===== src/rtl/fc_scheduler_if.sv =====
// fc_scheduler_if
// Groups the FC1 sequencer's data-path signals: the shared read port toward
// the activation buffer / weight ROM, the PE array control and data lines,
// and the result valid/ready handshake toward the downstream layer.
//   rd_en, rd_addr : read strobe and address (scheduler -> buffer/ROM)
//   act_data       : activation read data, one cycle after rd_en
//   pe_clear       : accumulator clear pulse (scheduler -> PE array)
//   pe_ena         : multiply-accumulate enable (scheduler -> PE array)
//   pe_din         : activation forwarded to the PE array
//   pe_finish      : PE array completion (PE array -> scheduler)
//   res_valid      : results stable (scheduler -> downstream)
//   res_ready      : downstream accepts results (downstream -> scheduler)
interface fc_scheduler_if #(
  parameter int AW = 9,
  parameter int DW = 18
) ();
  logic                 rd_en;
  logic [AW-1:0]        rd_addr;
  logic signed [DW-1:0] act_data;
  logic                 pe_clear;
  logic                 pe_ena;
  logic signed [DW-1:0] pe_din;
  logic                 pe_finish;
  logic                 res_valid;
  logic                 res_ready;

  modport master (
    output rd_en, rd_addr, pe_clear, pe_ena, pe_din, res_valid,
    input  act_data, pe_finish, res_ready
  );

  modport slave (
    input  rd_en, rd_addr, pe_clear, pe_ena, pe_din, res_valid,
    output act_data, pe_finish, res_ready
  );
endinterface


===== src/rtl/fc_scheduler.sv =====
// fc_scheduler
// Sequencer for the 400-input / 120-output fully-connected layer. On start
// it clears the PE array, streams N_IN activation/weight pairs (one per
// cycle), waits for the array's finish (bounded by TIMEOUT), then holds the
// result until the downstream layer accepts it and pulses done.
// Ports:
//   clk, reset : clock, asynchronous active-high reset
//   start      : request one pass (only honoured in IDLE)
//   busy       : high whenever the sequencer is not idle
//   done       : one-cycle end-of-pass pulse (normal or error)
//   err        : sticky error, cleared by the next accepted start
//   bus        : read port, PE array control and result handshake
module fc_scheduler #(
  parameter int N_IN    = 400,
  parameter int AW      = 9,
  parameter int DW      = 18,
  parameter int TIMEOUT = 64
) (
  input  logic           clk,
  input  logic           reset,
  input  logic           start,
  output logic           busy,
  output logic           done,
  output logic           err,
  fc_scheduler_if.master bus
);

  localparam int            TW        = $clog2(TIMEOUT + 1);
  localparam logic [AW-1:0] ADDR_LAST = AW'(N_IN - 1);
  localparam logic [TW-1:0] TMO_MAX   = TW'(TIMEOUT);
  localparam logic [TW-1:0] TMO_LAST  = TW'(TIMEOUT - 1);

  typedef enum logic [2:0] {
    S_IDLE = 3'd0,
    S_CLR  = 3'd1,
    S_RUN  = 3'd2,
    S_WAIT = 3'd3,
    S_HOLD = 3'd4
  } state_t;

  state_t               state_r, state_next_s;
  logic [AW-1:0]        addr_r, addr_next_s;
  logic [TW-1:0]        tmo_r, tmo_next_s;
  logic                 done_r, done_next_s;
  logic                 err_r, err_next_s;
  logic                 busy_r, rd_en_r, pe_clear_r, pe_ena_r, res_valid_r;
  logic signed [DW-1:0] pe_din_s;

  // Next-state, counter and status decode.
  // The done pulse is issued one cycle before leaving WAIT/HOLD; done_r then
  // forces the exit, so busy stays high during the done cycle and the
  // following cycle is always a genuine IDLE cycle.
  always_comb begin
    state_next_s = state_r;
    addr_next_s  = addr_r;
    tmo_next_s   = {TW{1'b0}};
    done_next_s  = 1'b0;
    err_next_s   = err_r;
    case (state_r)
      S_IDLE: begin
        if (start) begin
          state_next_s = S_CLR;
          err_next_s   = 1'b0;
        end else begin
          state_next_s = S_IDLE;
        end
      end
      S_CLR: begin
        state_next_s = S_RUN;
        addr_next_s  = {AW{1'b0}};
        if (bus.pe_finish) begin
          err_next_s = 1'b1;
        end else begin
          err_next_s = err_r;
        end
      end
      S_RUN: begin
        if (bus.pe_finish) begin
          err_next_s = 1'b1;
        end else begin
          err_next_s = err_r;
        end
        // Terminal compare: the counter holds at N_IN-1 rather than wrapping.
        if (addr_r == ADDR_LAST) begin
          state_next_s = S_WAIT;
          addr_next_s  = addr_r;
        end else begin
          state_next_s = S_RUN;
          addr_next_s  = addr_r + AW'(1);
        end
      end
      S_WAIT: begin
        if (done_r) begin
          state_next_s = S_IDLE;
          tmo_next_s   = tmo_r;
        end else if (bus.pe_finish) begin
          state_next_s = S_HOLD;
        end else begin
          state_next_s = S_WAIT;
          if (tmo_r != TMO_MAX) begin
            tmo_next_s = tmo_r + TW'(1);
          end else begin
            tmo_next_s = tmo_r;
          end
          // Counter is about to reach TIMEOUT: flag the error and end the pass.
          if (tmo_r == TMO_LAST) begin
            done_next_s = 1'b1;
            err_next_s  = 1'b1;
          end else begin
            done_next_s = 1'b0;
          end
        end
      end
      S_HOLD: begin
        if (done_r) begin
          state_next_s = S_IDLE;
        end else if (bus.res_ready) begin
          state_next_s = S_HOLD;
          done_next_s  = 1'b1;
        end else begin
          state_next_s = S_HOLD;
        end
      end
      default: begin
        state_next_s = S_IDLE;
      end
    endcase
  end

  // FSM state register.
  always_ff @(posedge clk or posedge reset) begin
    if (reset) begin
      state_r <= S_IDLE;
    end else begin
      state_r <= state_next_s;
    end
  end

  // Counters and registered outputs, all decoded from the next state.
  always_ff @(posedge clk or posedge reset) begin
    if (reset) begin
      addr_r      <= {AW{1'b0}};
      tmo_r       <= {TW{1'b0}};
      done_r      <= 1'b0;
      err_r       <= 1'b0;
      busy_r      <= 1'b0;
      rd_en_r     <= 1'b0;
      pe_clear_r  <= 1'b0;
      pe_ena_r    <= 1'b0;
      res_valid_r <= 1'b0;
    end else begin
      addr_r      <= addr_next_s;
      tmo_r       <= tmo_next_s;
      done_r      <= done_next_s;
      err_r       <= err_next_s;
      busy_r      <= (state_next_s != S_IDLE);
      rd_en_r     <= (state_next_s == S_RUN);
      pe_clear_r  <= (state_next_s == S_CLR);
      // One-cycle delay lines pe_ena up with the buffer/ROM read latency.
      pe_ena_r    <= rd_en_r;
      res_valid_r <= (state_next_s == S_HOLD) && !done_next_s;
    end
  end

  assign pe_din_s      = bus.act_data;
  assign bus.pe_din    = pe_din_s;
  assign bus.rd_en     = rd_en_r;
  assign bus.rd_addr   = addr_r;
  assign bus.pe_clear  = pe_clear_r;
  assign bus.pe_ena    = pe_ena_r;
  assign bus.res_valid = res_valid_r;
  assign busy          = busy_r;
  assign done          = done_r;
  assign err           = err_r;

endmodule

===== src/flat_wrapper.sv =====
// flat-port wrapper written by rule: the top's interface ports become plain ports
module fc_scheduler_flat 
#(
  parameter int N_IN    = 400,
  parameter int AW      = 9,
  parameter int DW      = 18,
  parameter int TIMEOUT = 64
)
  (clk, reset, start, busy, done, err, bus_rd_en, bus_rd_addr, bus_pe_clear, bus_pe_ena, bus_pe_din, bus_res_valid, bus_act_data, bus_pe_finish, bus_res_ready);
  fc_scheduler_if #(.AW(AW), .DW(DW)) bus_i ();
  input  logic clk;
  input  logic reset;
  input  logic start;
  output logic busy;
  output logic done;
  output logic err;
  output wire logic [$bits(bus_i.rd_en)-1:0] bus_rd_en;
  output wire logic [$bits(bus_i.rd_addr)-1:0] bus_rd_addr;
  output wire logic [$bits(bus_i.pe_clear)-1:0] bus_pe_clear;
  output wire logic [$bits(bus_i.pe_ena)-1:0] bus_pe_ena;
  output wire logic [$bits(bus_i.pe_din)-1:0] bus_pe_din;
  output wire logic [$bits(bus_i.res_valid)-1:0] bus_res_valid;
  input wire logic [$bits(bus_i.act_data)-1:0] bus_act_data;
  input wire logic [$bits(bus_i.pe_finish)-1:0] bus_pe_finish;
  input wire logic [$bits(bus_i.res_ready)-1:0] bus_res_ready;
  assign bus_rd_en = bus_i.rd_en;
  assign bus_rd_addr = bus_i.rd_addr;
  assign bus_pe_clear = bus_i.pe_clear;
  assign bus_pe_ena = bus_i.pe_ena;
  assign bus_pe_din = bus_i.pe_din;
  assign bus_res_valid = bus_i.res_valid;
  assign bus_i.act_data = bus_act_data;
  assign bus_i.pe_finish = bus_pe_finish;
  assign bus_i.res_ready = bus_res_ready;
  fc_scheduler #(.N_IN(N_IN), .AW(AW), .DW(DW), .TIMEOUT(TIMEOUT)) u_core (.clk(clk), .reset(reset), .start(start), .busy(busy), .done(done), .err(err), .bus(bus_i));
endmodule

===== config.mk =====
export PLATFORM = sky130hd
export DESIGN_NAME = fc_scheduler_flat
export DESIGN_NICKNAME = d
export VERILOG_FILES = /design/src/rtl/fc_scheduler_if.sv /design/src/rtl/fc_scheduler.sv /design/src/flat_wrapper.sv
export SDC_FILE = /design/constraint.sdc
export NUM_CORES = 1
export LEC_CHECK = 0
export BUFFER_PORTS_ARGS = -buffer_cell sky130_fd_sc_hd__buf_4
export CORE_MARGIN = 3
export CORE_UTILIZATION = 40
export DETAILED_ROUTE_END_ITERATION = 7
export PLACE_DENSITY_LB_ADDON = 0.15
export SYNTH_ARGS = -nofsm -noshare
export SYNTH_HDL_FRONTEND = slang
export SYNTH_SLANG_ARGS = --single-unit

===== constraint.sdc =====
create_clock -name clk -period 4.6 [get_ports clk]
set_clock_uncertainty 0.05 [all_clocks]
set_input_delay 1.15 -clock clk [delete_from_list [all_inputs] [get_ports clk]]
set_output_delay 1.15 -clock clk [all_outputs]
set_load 0.02 [all_outputs]

### Word level (Yosys, flattened, before mapping)

Index checks and enable logic that the tools add are counted.

* RAM bits: 0
* latch bits: 0
* flip-flop bits (word level): 26
* output and inout bits: 34
* memories kept: 0
* logic and storage cells: 63
* bits of input ports: 23
* bits in read-only memories: 0

* muxes and demuxes: 24
* equal/unequal tests: 17
* $mul: 0
* $add $sub $neg: 2
* reductions and logical operators: 10
* div/mod/pow operators: 0
* bitwise operators: 0
* shifts and indexed selects: 0
* $lt $le $gt $ge: 0

Operators with widths (number)
* $mux 7: 4
* $pmux 9 s2: 1
* $pmux 3 s5: 1
* $mux 1: 12
* $add 9x1->9 const B: 1
* $eq 3x2->1 const B: 3
* $eq 9x9->1 const B: 1
* $mux 3: 3
* $mux 9: 1
* $ne 2x2->1 const B: 4
* $add 7x1->7 const B: 1
* $eq 7x6->1 const B: 1
* $ne 7x7->1 const B: 1
* $eq 3x1->1 const B: 2
* $eq 3x3->1 const B: 2
* $reduce_and 6->1: 1
* $reduce_bool 3->1: 2
* $ne 2x1->1 const B: 2
* $reduce_and 2->1: 2
* $logic_not 3->1: 1
* $ne 3x2->1 const B: 1
* $pmux 1 s3: 1
* $pmux 1 s2: 1
* $reduce_bool 2->1: 1
* 3 further kinds: 3

### Logic depth before layout (Yosys ltp)

Gate-level depths: netlist of run 1.

* word-level depth: 7
* depth in mapped cells: 5
* gate-level depth less buffers: 5

### Worst setup path before layout of run 1

OpenSTA, ideal clock, no wires.

* path type: input to output
* from: input port bus_act_data[0]
* to: output port bus_pe_din[0]
* path slack: 2116 ps
* cell stages on the path: 1
* buffers on the path: 1
* data required time: 3400 ps
* arrival: 1284 ps
* cells stage by stage: buf_4

RTL lines
* start, declared: line flat_wrapper.sv:23 `input wire logic [$bits(bus_i.act_data)-1:0] bus_act_data;`
* end, declared: line flat_wrapper.sv:21 `output wire logic [$bits(bus_i.pe_din)-1:0] bus_pe_din;`

No word-level cell between the ends.

### Worst setup path after layout of run 1

* from: register u_core.done_r (netlist: u_core.done)
* to: output port done

RTL lines
* start, declared: line fc_scheduler.sv:44 `logic done_r, done_next_s;`
* start signal, assigned: line fc_scheduler.sv:154 `done_r <= done_next_s;`
* end, declared: line flat_wrapper.sv:15 `output logic done;`

No word-level cell between the ends.

==> run_results.csv, run 1 <==
group,metric,value,unit
cts,htree_levels,1,
drt,drc,0,
critical_path,crit_path_max_fanout,17,
outcome,outcome,"finished, final reports clean",
cells_and_area,insertedDiodeCount,0,
cells_and_area,flow.area_growth_from_synthesis,4.482,%
critical_path,worstPathCellList,"buf_4",
job,max_cap_viol_count,0,
drt,first_iter_violations,64,
cells_and_area,multi_input_comb_area,763.2,um^2
floorplan,chipHeight,69.62,um
place,finalWeightedCongestion,0.8025,
sta,setup_viol,0,
critical_path,slowest_delay,0.67,ns
sta,max_slew.worst_pin.slew,1.032,ns
yosys,netlist.top_cell.by_area,"sky130_fd_sc_hd__dfrtp_1",
global_routing,grt_pass1_vias,1279,
drt,vias,1324,
place,numPortBuffers,20,
yosys,yosys_warnings,0,
place,dpl_cells,220,
sta,rsz0062_at_grt,"false",
critical_path,data_arrival_time_of_the_worst_path,1.17,ns
drt,drt.antenna.violating_nets,0,
cts,cts_post_setup_buffers_inserted,0,
cells_and_area,design.final.nets,203,
yosys,synth_top_area_frac,0.4019,
yosys,ys_types,44,
floorplan,num_rows,22,
critical_path,worstSetupPathType,"reg2out",
cts,cts_tree,"yes",
yosys,edff_count_synth,0,
floorplan,floorplan.die.width,69.62,um
cts,clk_latency,0.27,ns
yosys,synthesis.area_per_instance,8.945,um^2
drt,detail_route.wirelength,3692,um
yosys,proportion_of_synthesized_flip_flops_having_asynchronous_set_or_reset,1.000,
cells_and_area,fill_cells,378,
yosys,ys.flop_type,"sky130_fd_sc_hd__dfrtp_1",
place,dp_slack,2.249,ns
yosys,synth_area_leaders,"sky130_fd_sc_hd__dfrtp_1 (40%), sky130_fd_sc_hd__buf_4 (8.3%), sky130_fd_sc_hd__nand2_1 (4.9%)",
critical_path,reg2reg_slack,2.71,ns
critical_path,crit-reg2reg-launch,"u_core.state_r[1]$_DFF_PP0_",
cts,clock_sink_count,26,
power_and_ir_drop,power,874.6,uW
sta,slew_headroom,0.3110,
critical_path,r2r_cells,3,
yosys,postSynthCellCount,181,
floorplan,std_cell_core_area,3771,um^2
drt,detailed_routing_iterations_pass_1,4,
critical_path,critical_path.top_delay_family,"flip-flops",
critical_path,regToRegEndpoint,"u_core.bus.rd_addr[7]$_DFFE_PP0P_",
power_and_ir_drop,power.static_leakage,0.0006907,uW
hold_path,timing.hold.worst_endpoint,"u_core.bus.pe_ena$_DFF_PP0_",
sta,timing_max_transition_violations_final,0,
cts,cts_made_buffers,3,
cts,clk_pin_slew_worst_paths,0.09,ns
critical_path,cp_required,3.40,ns
global_routing,grt-ovfl-total,0,
sta,postLayoutSetupSlackWorst,2.227,ns
global_routing,grt_antenna_before_repair,0,
cts,clock_path_buffers,2,
cts,ctsHoldBuffers,0,
global_routing,grtUsageTotal,0.1524,
drt,wl_per_cell,16.56,um
cts,clockRootBuffer,"sky130_fd_sc_hd__clkbuf_8",
global_routing,largest_net_degree_at_the_start_of_global_routing,27,
hold_path,holdCritStartpoint,"u_core.bus.rd_en$_DFF_PP0_",
critical_path,critical_path.n_buffers_inverters,1,
floorplan,total_die_area,4847,um^2
critical_path,critPathLaunchType,"flop",
critical_path,slowest_stage,"sky130_fd_sc_hd__dfrtp_1",
power_and_ir_drop,p_per_area,517.0,nW/um^2
cts,ctsResizeCount,0,
cells_and_area,final-instance-count-excl-fill,223,
sta,post-route-period-util,0.5160,
critical_path,critPathCaptureType,"primary output",
hold_path,min_path_cells,0,
cells_and_area,ff_latch_area,650.6,um^2
power_and_ir_drop,irDropWorstVdd,0.2541,mV
drt,detail_route.vias_per_cell,5.937,
hold_path,min-delay-path-class,"reg2reg",
sta,final_hold_viol_count,0,
sta,timing.final.crit_period,2.373,ns
floorplan,io-pin-count,57,
sta,fmax,421.3,MHz
place,dp_hpwl,2596,um
yosys,syn_nets,207,
cells_and_area,drive_above_1_share,0.1771,
yosys,ys_ff_latch,26,
yosys,synth_seq_area_share,0.4019,
yosys,synth_area,1619,um^2
sta,final.setup.tns,0,ns
global_routing,grt_pass1_wl,6161,um
floorplan,floorplan.initialDensity,0.4293,
sta,hold-worst-slack,0.3217,ns
==> power by group <==
group | internal, uW | switching, uW
combinational | 158 | 198
clock | 58.7 | 70.3
sequential | 286 | 103
==> how the worst max path moves through the flow <==
stage	cells after the start	endpoint	start
floorplan	1	bus_pe_din[0]	bus_act_data[0]
global placement	0	bus_pe_din[3]	bus_act_data[3]
detailed placement	0	bus_pe_din[3]	bus_act_data[3]
CTS	1	done	u_core.done$_DFF_PP0_
global route	1	done	u_core.done$_DFF_PP0_
finish	1	done	u_core.done$_DFF_PP0_
==> registers in the layout (all words and copies together), names as in the netlist <==
register	count
u_core.busy	1
u_core.bus.rd_addr	9
u_core.bus.res_valid	1
u_core.err	1
u_core.state_r	3
u_core.done	1
u_core.bus.rd_en	1
u_core.bus.pe_clear	1
u_core.tmo_r	7
u_core.bus.pe_ena	1
==> synth_stat cells (2+ instances only) <==
cell type                   instances
sky130_fd_sc_hd__or4_1              3
sky130_fd_sc_hd__and2_1             3
sky130_fd_sc_hd__nor3b_1            2
sky130_fd_sc_hd__o21ai_0           12
sky130_fd_sc_hd__o31ai_1            2
sky130_fd_sc_hd__or3b_2             2
sky130_fd_sc_hd__a21oi_1            9
sky130_fd_sc_hd__or3_1              3
sky130_fd_sc_hd__nor2_1             7
sky130_fd_sc_hd__buf_2              2
sky130_fd_sc_hd__nand3b_1           5
sky130_fd_sc_hd__nand3_1            3
sky130_fd_sc_hd__inv_1              7
sky130_fd_sc_hd__clkbuf_1           9
sky130_fd_sc_hd__dfrtp_1           26
sky130_fd_sc_hd__nand2_1           21
sky130_fd_sc_hd__ha_1               3
sky130_fd_sc_hd__a31oi_1            6
sky130_fd_sc_hd__nand4_1            4
sky130_fd_sc_hd__o211ai_1           3
sky130_fd_sc_hd__nand4bb_1          2
sky130_fd_sc_hd__or2_2              2
sky130_fd_sc_hd__buf_4             18
sky130_fd_sc_hd__nor3_1             3
sky130_fd_sc_hd__mux2i_1            4
sky130_fd_sc_hd__nor4b_1            2
==> cell type report <==
type                       count  area share
multi-input combinational    119      0.4512
sequential                    26      0.3846
timing repair buffer          20     0.08876
tap                           48     0.03550
clock buffer                   3     0.02441
inverter                       7     0.01553
==> logic make-up after synthesis <==
kind of cell	after synthesis	synth area share
compound gates	43	0.1716
fa+ha+maj	3	0.02319
buf+inv	36	0.1267
flops	26	0.4019
mux	4	0.02473
simple gates	69	0.2519
==> metrics by stage <==
step,area (um^2),utilization
detailed placement,1650,0.4376
global placement,1650,0.4376
finish,1692,0.4486
global route,1692,0.4486
CTS,1692,0.4486
floorplan,1619,-
==> placed cells by master, fill, tap and decap left out, types with 2 or more instances in the layout <==
cell                        Yosys  final
sky130_fd_sc_hd__dfrtp_1       26     26
sky130_fd_sc_hd__nand2_1       21     21
sky130_fd_sc_hd__buf_4         18     20
sky130_fd_sc_hd__o21ai_0       12     12
sky130_fd_sc_hd__a21oi_1        9      9
sky130_fd_sc_hd__nor2_1         7      7
sky130_fd_sc_hd__inv_1          7      7
sky130_fd_sc_hd__a31oi_1        6      6
sky130_fd_sc_hd__nand3b_1       5      5
sky130_fd_sc_hd__nand4_1        4      4
sky130_fd_sc_hd__mux2i_1        4      4
sky130_fd_sc_hd__or4_1          3      3
sky130_fd_sc_hd__o211ai_1       3      3
sky130_fd_sc_hd__nand3_1        3      3
sky130_fd_sc_hd__nor3_1         3      3
sky130_fd_sc_hd__and2_1         3      3
sky130_fd_sc_hd__or3_1          3      3
sky130_fd_sc_hd__ha_1           3      3
sky130_fd_sc_hd__clkbuf_8       0      3
sky130_fd_sc_hd__nand4bb_1      2      2
sky130_fd_sc_hd__o31ai_1        2      2
sky130_fd_sc_hd__nor3b_1        2      2
sky130_fd_sc_hd__or2_2          2      2
sky130_fd_sc_hd__or3b_2         2      2
sky130_fd_sc_hd__nor4b_1        2      2
==> per-layer routing <==
layer / routed length (um) / part of all wire / up-vias / global-route usage
met5: 0 / 0 / - / 0
met4: 106 / 0.029 / 0 / 0.05957
met3: 218 / 0.059 / 20 / 0.04348
met2: 1854 / 0.50 / 30 / 0.2659
met1: 1513 / 0.41 / 642 / 0.1750
li1: - / - / 632 / -
No activity file was read; power rests on OpenSTA's default activity.
==> run 2, diff against run 1 <==
==> constraint.sdc (replaced) <==
create_clock -name clk -period 1.9 [get_ports clk]
set_clock_uncertainty 0.05 [all_clocks]
set_input_delay 0.475 -clock clk [delete_from_list [all_inputs] [get_ports clk]]
set_output_delay 0.475 -clock clk [all_outputs]
set_load 0.02 [all_outputs]
==> run_results.csv, run 2 (synthesis gave the netlist of run 1 again) <==
group,metric,value,unit
cts,cts_tree,"yes",
power_and_ir_drop,p_per_area,1265,nW/um^2
floorplan,io-pin-count,57,
sta,max_slew.worst_pin.slew,0.6478,ns
global_routing,grt-ovfl-total,0,
floorplan,floorplan.die.width,69.62,um
power_and_ir_drop,power.share.combinational,0.466,
critical_path,r2r_cells,3,
power_and_ir_drop,cellInternalPower,1289,uW
cts,htree_levels,1,
critical_path,crit_path_max_fanout,17,
cells_and_area,flow.area_growth_from_synthesis,7.265,%
critical_path,worstPathCellList,"buf_4",
global_routing,grt_antenna_before_repair,0,
power_and_ir_drop,power.static_leakage,0.0007197,uW
job,max_cap_viol_count,0,
drt,detailed_routing_iterations_pass_1,4,
sta,timing.final.crit_period,1.686,ns
drt,first_iter_violations,116,
power_and_ir_drop,clkPwrFrac,0.140,
cts,cts_made_buffers,3,
sta,slew_headroom,0.5621,
critical_path,slowest_delay,0.66,ns
cells_and_area,drive_above_1_share,0.2044,
drt,detail_route.wirelength,3717,um
sta,fmax,593.0,MHz
global_routing,grt_pass1_vias,1355,
drt,detail_route.vias_per_cell,5.821,
critical_path,critical_path.top_delay_family,"flip-flops",
drt,vias,1333,
floorplan,num_rows,22,
critical_path,critPathLaunchType,"flop",
drt,drt.antenna.violating_nets,0,
cells_and_area,ff_latch_area,650.6,um^2
cells_and_area,design.final.nets,209,
cts,clk_latency,0.26,ns
drt,drc,0,
cts,ctsResizeCount,0,
outcome,outcome,"finished, final reports clean",
critical_path,reg2reg_slack,0.21,ns
power_and_ir_drop,power_switching_share,0.4132,
drt,wl_per_cell,16.23,um
floorplan,floorplan.initialDensity,0.4293,
hold_path,min-delay-path-class,"in2async",
critical_path,crit-reg2reg-launch,"u_core.state_r[2]$_DFF_PP0_",
cts,clk_pin_slew_worst_paths,0.09,ns
cts,ctsHoldBuffers,0,
critical_path,data_arrival_time_of_the_worst_path,1.16,ns
cells_and_area,insertedDiodeCount,0,
cts,clockRootBuffer,"sky130_fd_sc_hd__clkbuf_8",
place,dpl_cells,226,
cts,cts_post_setup_buffers_inserted,0,
place,numPortBuffers,20,
power_and_ir_drop,irDropWorstVdd,0.3896,mV
power_and_ir_drop,pwr-share-seq,0.394,
power_and_ir_drop,netSwitchingPower,907.5,uW
cells_and_area,multi_input_comb_area,763.2,um^2
floorplan,chipHeight,69.62,um
critical_path,critical_path.n_buffers_inverters,1,
floorplan,std_cell_core_area,3771,um^2
sta,timing_max_transition_violations_final,0,
floorplan,total_die_area,4847,um^2
place,dp_hpwl,2654,um
cells_and_area,fill_cells,370,
critical_path,regToRegEndpoint,"u_core.bus.rd_addr[7]$_DFFE_PP0P_",
sta,post-route-period-util,0.8876,
cells_and_area,layout.cells.most_common_list,"sky130_fd_sc_hd__buf_4 (26), sky130_fd_sc_hd__dfrtp_1 (26), sky130_fd_sc_hd__nand2_1 (21)",
place,finalWeightedCongestion,0.8997,
global_routing,grtUsageTotal,0.1582,
critical_path,cp_required,1.37,ns
cts,clock_sink_count,26,
cells_and_area,largest_register_ffs,9,
global_routing,largest_net_degree_at_the_start_of_global_routing,27,
sta,final_hold_viol_count,0,
cts,clock_path_buffers,2,
critical_path,slowest_stage,"sky130_fd_sc_hd__dfrtp_1",
cells_and_area,postLayoutCoreUtil,0.4605,
cells_and_area,final-instance-count-excl-fill,229,
critical_path,critPathCaptureType,"primary output",
critical_path,path_depth,1,
sta,rsz0062_at_grt,"false",
global_routing,grt_pass1_wl,6479,um
sta,setup_viol,0,
sta,final.setup.tns,0,ns
critical_path,worstSetupPathType,"reg2out",
[run 2: cell types whose count changed in the layout (fill, tap and decap cells not counted)]
cell | before | now
sky130_fd_sc_hd__buf_4 | 20 | 26
[run 2: power groups by stage]
stage	Clock (uW)	Combinational [uW]	Sequential (uW)
2_1_floorplan	0	658	932
3_3_place_gp	0	1030	867
3_5_place_dp	0	1030	876
4_1_cts	323	1040	865
5_1_grt	346	1140	898
6_report	308	1020	865
[run 2: final cells by class]
cell class,instances,share of cell area
Sequential cell,26,0.3746
Tap cell,48,0.03458
Inverter,7,0.01513
Clock buffer,3,0.02378
Timing Repair Buffer,26,0.1124
Multi-Input combinational cell,119,0.4395
[run 2: how the worst max path moves through the flow]
stage | start | to | slack, ns
finish | u_core.done$_DFF_PP0_ | done | 0.21
global route | u_core.state_r[2]$_DFF_PP0_ | u_core.bus.rd_addr[7]$_DFFE_PP0P_ | 0.1
global placement | u_core.state_r[2]$_DFF_PP0_ | u_core.bus.rd_addr[7]$_DFFE_PP0P_ | 0.25
floorplan | u_core.bus.rd_addr[0]$_DFFE_PP0P_ | u_core.bus.rd_addr[0]$_DFFE_PP0P_ | 0.34
detailed placement | u_core.state_r[2]$_DFF_PP0_ | u_core.bus.rd_addr[7]$_DFFE_PP0P_ | 0.24
CTS | u_core.done$_DFF_PP0_ | done | 0.21
[run 2: per-stage QoR]
| stage | worst slack, ns | total power [uW] | hold WS [ns] | cell area, um^2 |
|---|---|---|---|---|
| after floorplan | 0.3447 | 1590 | 0.4436 | 1619 |
| after global placement | 0.2540 | 1893 | 0.3085 | 1695 |
| after detailed placement | 0.2422 | 1908 | 0.3122 | 1695 |
| after CTS | 0.2072 | 2225 | 0.2228 | 1737 |
| after global routing | 0.09885 | 2384 | 0.2465 | 1737 |
| final | 0.2136 | 2196 | 0.2164 | 1737 |
[run 2: per-layer routing]
layer,wire [um],GRT usage
met5,0,0
met4,118,0.07021
met3,175,0.02609
met2,1828,0.2659
met1,1595,0.1989
